## src/rtl/ip_rx_pkg.sv

```systemverilog
//------------------------------------------------------------------------------
// ip_rx_pkg : controller state encoding and IP protocol constants
// Revision  : 1.0
//------------------------------------------------------------------------------
`default_nettype none

package ip_rx_pkg;

  typedef enum logic [2:0] {
    ST_IDLE    = 3'd0,
    ST_START   = 3'd1,
    ST_RUN     = 3'd2,
    ST_CHECK   = 3'd3,
    ST_RELEASE = 3'd4
  } state_t;

  localparam logic [7:0] IP_PROTO_UDP = 8'd17;
  localparam logic [7:0] IP_PROTO_TCP = 8'd6;

endpackage

`default_nettype wire

```

## src/rtl/rr_arbiter2.sv

```systemverilog
//------------------------------------------------------------------------------
// rr_arbiter2 : two-source one-hot arbiter, rr_ptr breaks ties
// Revision    : 1.0
//------------------------------------------------------------------------------
`default_nettype none

module rr_arbiter2 (
  input  logic [1:0] req,
  input  logic       rr_ptr,
  output logic [1:0] grant
);

  always_comb begin
    grant = 2'b00;
    case (req)
      2'b01:   grant = 2'b01;
      2'b10:   grant = 2'b10;
      2'b11:   grant = rr_ptr ? 2'b10 : 2'b01;
      default: grant = 2'b00;
    endcase
  end

endmodule

`default_nettype wire

```

## src/rtl/ip_rx_ctrl.sv

```systemverilog
//------------------------------------------------------------------------------
// ip_rx_ctrl : shares one IP header decoder between two word sources and
//              dispatches checked packets to UDP/TCP. IP_RX_TIMEOUT_EN adds a
//              RUN-state watchdog.
// Revision   : 1.0
//------------------------------------------------------------------------------
`default_nettype none

module ip_rx_ctrl
  import ip_rx_pkg::*;
#(
  parameter int         TIMEOUT_CYCLES = 1024,
  parameter logic [7:0] UDP_PROTO      = IP_PROTO_UDP,
  parameter logic [7:0] TCP_PROTO      = IP_PROTO_TCP
) (
  input  logic        clk,
  input  logic        reset,
  input  logic [1:0]  req,
  input  logic [31:0] src_data0,
  input  logic [31:0] src_data1,
  output logic [1:0]  grant,
  output logic        dec_reset,
  output logic        dec_start,
  output logic [31:0] dec_data,
  input  logic        dec_fin,
  input  logic        dec_ok,
  input  logic [7:0]  dec_protocol,
  output logic        pkt_done,
  output logic        pkt_good,
  output logic        pkt_port,
  output logic        route_udp,
  output logic        route_tcp,
  output logic [15:0] drop_cnt,
  output logic        busy
);

  state_t      state;
  state_t      state_nx;
  logic [1:0]  grant_q;
  logic [1:0]  arb_grant;
  logic        rr_ptr;
  logic [15:0] drop_q;
  logic        timeout;
  logic        udp_hit;
  logic        tcp_hit;
  logic        in_check;
  logic        drop_evt;

  rr_arbiter2 u_arb (
    .req    (req),
    .rr_ptr (rr_ptr),
    .grant  (arb_grant)
  );

`ifdef IP_RX_TIMEOUT_EN
  localparam logic [15:0] WD_LIMIT = 16'(TIMEOUT_CYCLES - 1);
  logic [15:0] wd;

  always_ff @(posedge clk) begin
    if (reset)                 wd <= 16'd0;
    else if (state == ST_START) wd <= 16'd0;
    else if (state == ST_RUN)   wd <= wd + 16'd1;
  end

  assign timeout = (state == ST_RUN) && !dec_fin && (wd == WD_LIMIT);
`else
  logic unused_timeout;
  assign unused_timeout = ^TIMEOUT_CYCLES;
  assign timeout        = 1'b0;
`endif

  assign udp_hit  = (dec_protocol == UDP_PROTO);
  assign tcp_hit  = (dec_protocol == TCP_PROTO);
  // Pulse outputs are suppressed while reset is high so an abort never reports.
  assign in_check = !reset && (state == ST_CHECK);
  assign drop_evt = (in_check && (!dec_ok || !(udp_hit || tcp_hit))) ||
                    (!reset && timeout);

  always_ff @(posedge clk) begin
    if (reset) begin
      state   <= ST_IDLE;
      grant_q <= 2'b00;
      rr_ptr  <= 1'b0;
      drop_q  <= 16'd0;
    end else begin
      state <= state_nx;
      if (state == ST_IDLE && req != 2'b00) grant_q <= arb_grant;
      else if (state == ST_RELEASE)         grant_q <= 2'b00;
      if (state == ST_RELEASE) rr_ptr <= ~grant_q[1];
      if (drop_evt && drop_q != 16'hFFFF) drop_q <= drop_q + 16'd1;
    end
  end

  always_comb begin
    state_nx = state;
    case (state)
      ST_IDLE:    if (req != 2'b00) state_nx = ST_START;
      ST_START:   state_nx = ST_RUN;
      ST_RUN: begin
        if (dec_fin)      state_nx = ST_CHECK;
        else if (timeout) state_nx = ST_RELEASE;
      end
      ST_CHECK:   state_nx = ST_RELEASE;
      ST_RELEASE: state_nx = ST_IDLE;
      default:    state_nx = ST_IDLE;
    endcase
  end

  always_comb begin
    dec_data = 32'd0;
    if (grant_q[0])      dec_data = src_data0;
    else if (grant_q[1]) dec_data = src_data1;
  end

  assign grant     = grant_q;
  assign dec_reset = reset || (state == ST_RELEASE);
  assign dec_start = !reset && (state == ST_START);
  assign pkt_done  = in_check || (!reset && timeout);
  assign pkt_good  = in_check && dec_ok;
  assign pkt_port  = pkt_done && grant_q[1];
  assign route_udp = pkt_good && udp_hit;
  assign route_tcp = pkt_good && tcp_hit;
  assign drop_cnt  = drop_q;
  assign busy      = (state != ST_IDLE);

endmodule

`default_nettype wire
```

## config.mk

```make
export PLATFORM = sky130hd
export DESIGN_NAME = ip_rx_ctrl
export DESIGN_NICKNAME = d
export VERILOG_FILES = /design/src/rtl/ip_rx_pkg.sv /design/src/rtl/rr_arbiter2.sv /design/src/rtl/ip_rx_ctrl.sv
export SDC_FILE = /design/constraint.sdc
export NUM_CORES = 1
export LEC_CHECK = 0
export CORE_ASPECT_RATIO = 2
export CORE_MARGIN = 3
export CORE_UTILIZATION = 31
export CTS_CLUSTER_DIAMETER = 120
export CTS_CLUSTER_SIZE = 24
export DETAILED_ROUTE_END_ITERATION = 7
export HOLD_SLACK_MARGIN = 0.12
export MAX_ROUTING_LAYER = met4
export PLACE_DENSITY_LB_ADDON = 0.2
export RECOVER_POWER = 100
export SYNTH_ARGS = -nofsm -noshare
export SYNTH_HDL_FRONTEND = slang
export SYNTH_SLANG_ARGS = --single-unit
export TNS_END_PERCENT = 100
```

## constraint.sdc

```tcl
create_clock -name clk -period 2.5 [get_ports clk]
set_input_delay 0.5 -clock clk [delete_from_list [all_inputs] [get_ports clk]]
set_output_delay 0.5 -clock clk [all_outputs]
set_load 0.005 [all_outputs]
```

==> reports/summary.txt <==
Status - finished clean
Mapped Area - 1480 um^2
Port Buffers - 135
Sequential share of the synthesized area - 29.7%
Ys flop type - dfxtp_1
Final layout net count - 406
Worst r2r path cells - 5
Detailed Routing Iterations Pass 1 - 4
Synthesis-to-finish area growth - 105%
Vias in the first global route - 1973
WS Path Type - input port to flip-flop
Initial core utilization - 32.2%
Syn. warnings - 0
Pwr Density - 357 nW/um^2
Placed cell areas - 2970 um^2
Synth top cells by count - 32 x a22o_1, 22 x dfxtp_1, 21 x nor2_1, 13 x clkbuf_1, 9 x nand2_1
Sink Count - 22
Post-synthesis cell type count - 36
Worst Skew - 7.33 ps
LEAKAGE - 1.18 nW
Remaining global-route overflow - 0
DR vias - 2030
Fin. Hold Viols - 0
DIE AREA - 5700 um^2
Drt drc - 0
Overall power - 1.08 mW
Final slew viol count - 0
RSZ-0062 raised after global routing - yes
Mapped Avg Cell Area - 8.10 um^2
Maximum clock frequency - 408 MHz
Global-route wire length before repair - 9.49 mm
Row cnt - 35
Antenna diode count - 0
DR WL/cell - 17.2 um
Pin count of the biggest net entering global routing - 33
#FFs+latches synth - 22
Top fanout value on the critical path - 3
Ys async rst share - 0%
Worst Tran Pin Value - 417 ps
Core area - 4600 um^2
Post-Synthesis Cells - 183
Post-Syn Nets - 262
CTS tree - done
Dpl hpwl - 5.38 mm
Share of the synthesized area in the top cell type - 29.7%
EDFF count, synth - 0
Clk_lat worst skew - 260 ps
WP data arrival - 2600 ps
Chip height - 104 um
Endpoint type of the worst setup path - flip-flop
GPL Wtd Cong - 0.810
Period Utilization, post-route - 98.0%
Setup violations, final - 0
Initial DRC count - 49
Slew Limit Headroom - 71.8%
Tot GR Track Use - 22.6%
Max Cap Viol - 0
Hold Crit Class - flip-flop to flip-flop
Die X - 54.9 um
Layout cells sized above 1 - 11.4%
Clock Path Buffers - 2
CTS H-Tree Depth - 1
Initial antenna violation count - 0
Hold depth - 2
Final ANT Viol Nets - 0
Root Buffer Master - clkbuf_8
Final wirelength - 6.55 mm
Design area - 3030 um^2
Area contributors post-synth - dfxtp_1 30%, a22o_1 19%, nor2_1 5.3%, clkbuf_1 3.3%, nand4_1 2.5%
CTS Hold Bufs - 0
CTS clk-pin slew, worst paths - 70 ps
Crit start category - input port
Vias per cell - 5.34
Total CTS buffers - 3
Crit path time final - 2450 ps
Ports - 136
Most common cell in the synthesized netlist - a22o_1
Post-synth top area cell - dfxtp_1
Max rail drop VDD - 0.398 mV
Req. time, crit path - 2650 ps
-- layer usage --
| metal | wire (um) | GRT usage (%) | share of wire, % |
|---|---|---|---|
| met5 | 0 | - | 0 |
| met1 | 2140 | 20.9 | 33 |
| met4 | 212 | 9.91 | 3.2 |
| met2 | 3180 | 38.4 | 49 |
| met3 | 1010 | 9.06 | 15 |
-- layout by cell type (no fill, tap or decap), drive strengths merged, types with 3 or more instances in the layout --
cell type | Yosys | final
dfxtp | 22 | 22
nor4b | 3 | 3
nor4 | 6 | 6
nand4 | 6 | 6
dlygate4sd3 | 0 | 20
nor2b | 4 | 4
buf | 2 | 15
o21ai | 4 | 4
clkdlybuf4s50 | 0 | 107
dlygate4sd2 | 0 | 5
nand3 | 7 | 7
a22o | 32 | 32
nor3 | 4 | 4
nand2b | 3 | 3
a21oi | 7 | 7
o31ai | 3 | 3
mux2i | 3 | 3
nor2 | 21 | 21
inv | 4 | 4
xnor2 | 4 | 4
clkbuf | 13 | 9
nand2 | 9 | 9
or3 | 4 | 4
or4 | 4 | 4
-- state kept, by name, summed over array words and instances (netlist names) --
register  flops
drop_cnt     16
grant         2
rr_ptr        1
state         3
-- what timing repair did --
item                       CTS  global route
buffers inserted             2             0
gates resized for setup     19             4
setup endpoints to repair    6             5
pin swaps                    5             4
cloned                       0             0
-- kinds of logic (layout without fill, tap and decap cells) --
logic type               count (synthesis)  count (layout)  synth area share, %
AO/OA/AOI/OAI                           53              53                 28.6
XOR/XNOR                                 5               5                 2.95
adder cells (fa/ha/maj)                  1               1                0.844
buffers and inverters                   19             161                 4.98
flip-flops                              22              22                 29.7
multiplexers                             5               5                 3.54
AND/OR/NAND/NOR                         78              78                 29.4
-- area by class of cell --
type                       instances  area (um^2)
tap                               55         68.8
fill                             416         1560
inverter                           4         15.0
timing repair buffer             154         1470
sequential                        22          440
multi-input combinational        142         1000
clock buffer                       3         41.3
-- metrics by stage --
stage | setup WS (ps) | setup TNS (ps) | instances | hold WS, ps | utilization, %
6_report | 49.6 | 0 | 380 | 519 | 66.0
3_3_place_gp | -522 | -3760 | 375 | 485 | 64.7
3_5_place_dp | -542 | -4290 | 375 | 499 | 64.7
2_1_floorplan | 218 | 0 | 183 | 468 | -
5_1_grt | -19.9 | -74.6 | 380 | 553 | 66.0
4_1_cts | 7.48 | 0 | 380 | 516 | 66.1
-- final timing paths --
path                                 startpoint  slack [ps]            to
worst min register to register           rr_ptr         520        rr_ptr
worst max register to register      drop_cnt[5]         300  drop_cnt[11]
worst max-delay path            dec_protocol[2]          50  drop_cnt[10]
worst min-delay path                     rr_ptr         520        rr_ptr
-- critical path, stage by stage --
cell and delay [ps]:
clkdlybuf4s50_1 460, or4bb_2 680, a211oi_4 300, buf_4 160, nor3_1 70, nand2_1 90
mux2_2 330
-- where the power goes --
part           switching [mW]  internal (mW)
Combinational           0.165          0.320
Clock                   0.110          0.108
Sequential             0.0185          0.363
No activity file was read; power rests on OpenSTA's default activity.
